`config.mk`:
```
export PLATFORM = sky130hd
export DESIGN_NAME = fp_accum_seq_flat
export DESIGN_NICKNAME = d
export VERILOG_FILES = /design/src/rtl/fp_pkg.sv /design/src/rtl/fp_accum_seq_if.sv /design/src/rtl/fp_accum_seq.sv /design/src/flat_wrapper.sv
export SDC_FILE = /design/constraint.sdc
export NUM_CORES = 1
export LEC_CHECK = 0
export ABC_AREA = 1
export BUFFER_PORTS_ARGS = -buffer_cell sky130_fd_sc_hd__buf_2
export CORE_MARGIN = 2
export CORE_UTILIZATION = 45
export DETAILED_ROUTE_END_ITERATION = 8
export GPL_TIMING_DRIVEN = 0
export MAX_ROUTING_LAYER = met4
export PLACE_DENSITY = 0.8
export SETUP_SLACK_MARGIN = 0.05
export SLEW_MARGIN = 20
export SYNTH_ARGS = -nofsm -noshare
export SYNTH_HDL_FRONTEND = slang
export SYNTH_SLANG_ARGS = --single-unit
```
`constraint.sdc`:
```
create_clock -name clk -period 2.8 [get_ports clk]
set_input_delay 0.14 -clock clk [delete_from_list [all_inputs] [get_ports clk]]
set_output_delay 0.14 -clock clk [all_outputs]
set_load 0.02 [all_outputs]
```
`src/rtl/fp_pkg.sv`:
```
// Shared definitions for the FP accumulator: word layout, zero constant, FSM encoding.
package fp_pkg;

    localparam int unsigned EXP_W  = 8;
    localparam int unsigned MANT_W = 23;
    localparam int unsigned FP_W   = 1 + EXP_W + MANT_W;

    typedef logic [FP_W-1:0] fpWord_t;

    localparam fpWord_t FP_ZERO = '0;

    // Accumulator FSM state; fixed encodings kept for compatibility with older tooling.
    typedef logic [1:0] accState_t;

    localparam accState_t ST_IDLE  = 2'd0;
    localparam accState_t ST_ACCUM = 2'd1;
    localparam accState_t ST_HOLD  = 2'd2;

endpackage

```
`src/rtl/fp_accum_seq_if.sv`:
```
// Operand stream, external-adder link and result handshake of the FP accumulator.
interface fp_accum_seq_if #(
    parameter int unsigned CNT_W = 16
);
    import fp_pkg::*;

    // operand stream
    logic             in_valid;
    logic             in_ready;
    fpWord_t          in_data;
    logic             in_last;

    // external combinational adder
    fpWord_t          add_a;
    fpWord_t          add_b;
    fpWord_t          add_c;
    logic             add_ov;

    // result
    logic             out_valid;
    logic             out_ready;
    fpWord_t          out_sum;
    logic             out_ov;
    logic [CNT_W-1:0] out_count;

    // environment side: produces operands and adder results, consumes sums
    modport master (
        output in_valid, in_data, in_last,
        output add_c, add_ov,
        output out_ready,
        input  in_ready,
        input  add_a, add_b,
        input  out_valid, out_sum, out_ov, out_count
    );

    // accumulator side
    modport slave (
        input  in_valid, in_data, in_last,
        input  add_c, add_ov,
        input  out_ready,
        output in_ready,
        output add_a, add_b,
        output out_valid, out_sum, out_ov, out_count
    );

endinterface

```
`src/rtl/fp_accum_seq.sv`:
```
// Streaming IEEE-754 single accumulator: sums beats up to in_last using an
// external combinational adder, then holds the result until it is taken.
module fp_accum_seq
    import fp_pkg::*;
#(
    parameter int unsigned CNT_W = 16
) (
    input logic           clk,
    input logic           rst_n,
    fp_accum_seq_if.slave bus
);

    localparam logic [CNT_W-1:0] COUNT_MAX = '1;
    localparam logic [CNT_W-1:0] COUNT_ONE = CNT_W'(1);

    accState_t        state;
    accState_t        stateNext;
    fpWord_t          accReg;
    logic [CNT_W-1:0] countReg;
    logic             ovSticky;
    logic             accept;

    assign accept = bus.in_valid && (state != ST_HOLD);

    // Next-state: collect beats until in_last, then hold until the result is read.
    always_comb begin
        stateNext = state;
        case (state)
            ST_IDLE, ST_ACCUM: begin
                if (accept) begin
                    stateNext = bus.in_last ? ST_HOLD : ST_ACCUM;
                end
            end
            ST_HOLD: begin
                if (bus.out_ready) begin
                    stateNext = ST_IDLE;
                end
            end
            default: stateNext = ST_IDLE;
        endcase
    end

    // State register; reset discards any partial or unread sum.
    always_ff @(posedge clk or negedge rst_n) begin
        if (!rst_n) begin
            state <= ST_IDLE;
        end else begin
            state <= stateNext;
        end
    end

    // Datapath: first beat loads directly, later beats take the adder result.
    always_ff @(posedge clk or negedge rst_n) begin
        if (!rst_n) begin
            accReg   <= FP_ZERO;
            countReg <= '0;
            ovSticky <= 1'b0;
        end else if (accept) begin
            if (state == ST_IDLE) begin
                accReg   <= bus.in_data;
                countReg <= COUNT_ONE;
                ovSticky <= 1'b0;
            end else begin
                accReg   <= bus.add_c;
                ovSticky <= ovSticky | bus.add_ov;
                if (countReg != COUNT_MAX) begin
                    countReg <= countReg + 1'b1;
                end
            end
        end
    end

    // Outputs: adder operands are always live; result is valid only while holding.
    always_comb begin
        bus.in_ready  = (state != ST_HOLD);
        bus.add_a     = accReg;
        bus.add_b     = bus.in_data;
        bus.out_valid = (state == ST_HOLD);
        bus.out_sum   = accReg;
        bus.out_ov    = ovSticky;
        bus.out_count = countReg;
    end

endmodule

```
`src/flat_wrapper.sv`:
```
// flat-port wrapper written by rule: the top's interface ports become plain ports
module fp_accum_seq_flat import fp_pkg::*;
#(
    parameter int unsigned CNT_W = 16
)
  (clk, rst_n, bus_in_valid, bus_in_data, bus_in_last, bus_add_c, bus_add_ov, bus_out_ready, bus_in_ready, bus_add_a, bus_add_b, bus_out_valid, bus_out_sum, bus_out_ov, bus_out_count);
  fp_accum_seq_if #(.CNT_W(CNT_W)) bus_i ();
  input logic clk;
  input logic rst_n;
  input wire logic [$bits(bus_i.in_valid)-1:0] bus_in_valid;
  input wire logic [$bits(bus_i.in_data)-1:0] bus_in_data;
  input wire logic [$bits(bus_i.in_last)-1:0] bus_in_last;
  input wire logic [$bits(bus_i.add_c)-1:0] bus_add_c;
  input wire logic [$bits(bus_i.add_ov)-1:0] bus_add_ov;
  input wire logic [$bits(bus_i.out_ready)-1:0] bus_out_ready;
  output wire logic [$bits(bus_i.in_ready)-1:0] bus_in_ready;
  output wire logic [$bits(bus_i.add_a)-1:0] bus_add_a;
  output wire logic [$bits(bus_i.add_b)-1:0] bus_add_b;
  output wire logic [$bits(bus_i.out_valid)-1:0] bus_out_valid;
  output wire logic [$bits(bus_i.out_sum)-1:0] bus_out_sum;
  output wire logic [$bits(bus_i.out_ov)-1:0] bus_out_ov;
  output wire logic [$bits(bus_i.out_count)-1:0] bus_out_count;
  assign bus_i.in_valid = bus_in_valid;
  assign bus_i.in_data = bus_in_data;
  assign bus_i.in_last = bus_in_last;
  assign bus_i.add_c = bus_add_c;
  assign bus_i.add_ov = bus_add_ov;
  assign bus_i.out_ready = bus_out_ready;
  assign bus_in_ready = bus_i.in_ready;
  assign bus_add_a = bus_i.add_a;
  assign bus_add_b = bus_i.add_b;
  assign bus_out_valid = bus_i.out_valid;
  assign bus_out_sum = bus_i.out_sum;
  assign bus_out_ov = bus_i.out_ov;
  assign bus_out_count = bus_i.out_count;
  fp_accum_seq #(.CNT_W(CNT_W)) u_core (.clk(clk), .rst_n(rst_n), .bus(bus_i));
endmodule
```
==> impl_metrics.tcl <==
set metrics [dict create \
    die_y_um 88.7 \
    place_congestion 0.887 \
    drc_errors 0 \
    seq_area_um2 1280 \
    antenna_found_initial 0 \
    cts_sinks 51 \
    r2r_end "u_core.bus.out_count[4]" \
    post_synth_xor_area_fraction 0.00814 \
    grt_pass1_wl_mm 14.0 \
    power.leakage_uw 0.00235 \
    path_clk_slew_ps 100 \
    period_needed_ps 1710 \
    whs_ps 20.1 \
    dieArea_um2 7870 \
    hold_viol_final 0 \
    fillers 621 \
    drt_iter0_drc 149 \
    clockBufferDepth 2 \
    syn_area_um2 3230 \
    vdd_drop_max_mv 0.298 \
    multiInputGateArea_um2 1310 \
    htree_levels 2 \
    swShare 0.418 \
    antenna_cells 0 \
    syn_inst 417 \
    min_path_cells 2 \
    via_per_inst 4.77 \
    cp.required_ps 3000 \
    ys_seq_elements 51 \
    nets 680 \
    tightest_slew_ps 667 \
    mostFrequentLayoutCell "buf_2" \
    cts_resized 0 \
    syn_nets 488 \
    overflow 0 \
    status "finished clean" \
    grt_setup_unrepaired "no" \
    setup-tns-final_ps 0 \
    synth_top_family_by_area "simple AND/OR/NAND/NOR gates" \
    power_frac_seq 0.383 \
    portBuffers 184 \
    drv_cap 0 \
    synth_cell_types 30 \
    synth.avg_cell_area_um2 7.74 \
    setup_viol 0 \
    min_path_type "in -> reg" \
    num_vias 3368 \
    r2r-start "u_core.bus.out_count[0]" \
    place.detailed.hpwl_mm 7.21 \
    synth_simple_gate_area_share 0.252 \
    yosys_warnings 0 \
    fmax_ghz 0.585 \
    critPathMaxFanout 10 \
    worst_slack_ps 1090 \
    yosysSeqAreaShare 0.395 \
    mostFrequentLayoutCells "buf_2 (190), nand2_1 (97), buf_4 (65), dfrtp_1 (51), nor2_1 (46)" \
    min_to "u_core.state[0]" \
    coreArea_um2 6870 \
    period_share 0.611 \
    grt_max_degree 52 \
    end_kind "register" \
    critPathArrivalTime_ps 1910 \
    cts_tree "yes" \
    wl_mm 9.24 \
    synth-adder-area-share 0.00387 \
    layout-drive-gt1-share 0.485 \
    syn2layout_area_growth_pct 35.1 \
    initial_utilization 0.470 \
    combPwrFrac 0.457 \
    total_power_uw 2610 \
    post-route-util 0.635 \
    min_from "bus_in_valid" \
    internal_power_uw 1520 \
    finClkSkew_ps 11.0 \
    io_pins 185 \
    grt_pass1_vias 2968 \
    powerDensity_nw_per_um2 597 \
    place_ws_ps 1100 \
    ant_nets 0 \
    grt.total_usage 0.233 \
    slew_viol_final 0 \
    firstDrtPassIters 4 \
    p_sw_uw 1090 \
    cts_buffers 5 \
    critPathKind "reg -> reg" \
    rows 30 \
    die_x_um 88.7 \
    cts_root_buf "clkbuf_8" \
    slew_headroom 0.555 \
    worst_skew_pair.late_latency_ps 300 \
    r2r_cells 11 \
    r2r_slack_ps 1090 \
    p_clk_frac 0.160 \
    cp-start-kind "register" \
    synth_mux_area_frac 0 \
    synth_compound_area_frac 0.141 \
    wl_per_cell_um 13.1 \
]
[flip-flops by register name, summed over array words and instances (netlist names)]
name / flops
u_core.bus.out_ov: 1
u_core.state: 2
u_core.bus.out_count: 16
u_core.bus.add_a: 32
[power by group through the flow]
stage | Sequential [µW] | Clock [µW] | Combinational [µW]
after floorplan | 1140 | 0 | 633
after global placement | 1010 | 0 | 1180
after detailed placement | 1010 | 0 | 1200
after CTS | 998 | 431 | 1200
after global routing | 1020 | 461 | 1300
final | 998 | 416 | 1190
[synth_stat cells]
cell / number / area, µm²
dfrtp_1: 51 / 1280
nand2_4: 2 / 22.5
nor2_4: 5 / 56.3
nor3_2: 1 / 10.0
buf_12: 1 / 20.0
nor3_1: 1 / 5.00
a21oi_1: 1 / 5.00
nand2_1: 97 / 364
buf_2: 7 / 35.0
o21ai_0: 42 / 210
o21bai_1: 2 / 15.0
inv_2: 5 / 18.8
xor2_1: 3 / 26.3
nor2_2: 3 / 18.8
nand3_2: 1 / 10.0
o21ai_1: 26 / 130
buf_4: 64 / 480
or2_1: 1 / 6.26
buf_6: 1 / 11.3
clkbuf_1: 6 / 22.5
nor2_1: 46 / 173
nor2_8: 1 / 20.0
o31ai_1: 1 / 7.51
ha_1: 1 / 12.5
o21ai_2: 10 / 87.6
nand4_1: 6 / 37.5
nand2_2: 4 / 25.0
inv_1: 15 / 56.3
or2_2: 1 / 6.26
nand3_1: 12 / 60.1
[repair_timing]
action	in CTS	in global routing
hold endpoints to repair	51	0
hold buffers	1	0
setup buffers	0	0
[cells by family after synthesis]
family,after synthesis
XOR/XNOR,3
AO/OA/AOI/OAI,82
flip-flops,51
buffers and inverters,99
AND/OR/NAND/NOR,181
adder cells (fa/ha/maj),1
[worst max-delay path by stage]
stage / start / end / slack, ps
floorplan: u_core.bus.out_count[0] / u_core.bus.out_count[0] / 1170
CTS: u_core.bus.out_count[0] / u_core.bus.out_count[4] / 1080
global route: u_core.bus.out_count[0] / u_core.bus.out_count[0] / 960
detailed placement: u_core.bus.out_count[0] / u_core.bus.out_count[4] / 1100
finish: u_core.bus.out_count[0] / u_core.bus.out_count[4] / 1090
global placement: u_core.bus.out_count[0] / u_core.bus.out_count[0] / 1140
[cell type report]
type                       count  area share
multi-input combinational    267       0.300
tap                           96      0.0275
buffer                        79       0.130
sequential                    51       0.292
inverter                      20      0.0172
clock inverter                 1     0.00115
timing repair buffer         185       0.214
clock buffer                   7      0.0175
[critical path, stage by stage, from the launching register on]
cell and delay [ps]:
dfrtp_1 450, ha_1 290, nand2_2 110, nor2_4 160, nand2_4 90, nor2_4 80
nand2_2 60, nand2_4 80, buf_6 150, inv_2 50, nand2_1 50, nand2_1 50
[through the flow]
step / instance area (µm²) / instances
2_1_floorplan: 3230 / 417
3_3_place_gp: 4270 / 697
3_5_place_dp: 4270 / 697
4_1_cts: 4360 / 706
5_1_grt: 4360 / 706
6_report: 4360 / 706
[metal layers]
metal	part of all wire	up-vias	wire length (µm)	GRT usage
met5	0	-	0	-
met4	0.012	0	110	0.0592
met3	0.075	10	693	0.0392
met2	0.50	144	4650	0.393
met1	0.41	1547	3780	0.289
li1	-	1667	-	-
Note: power is estimated with default switching activity, not from simulation.
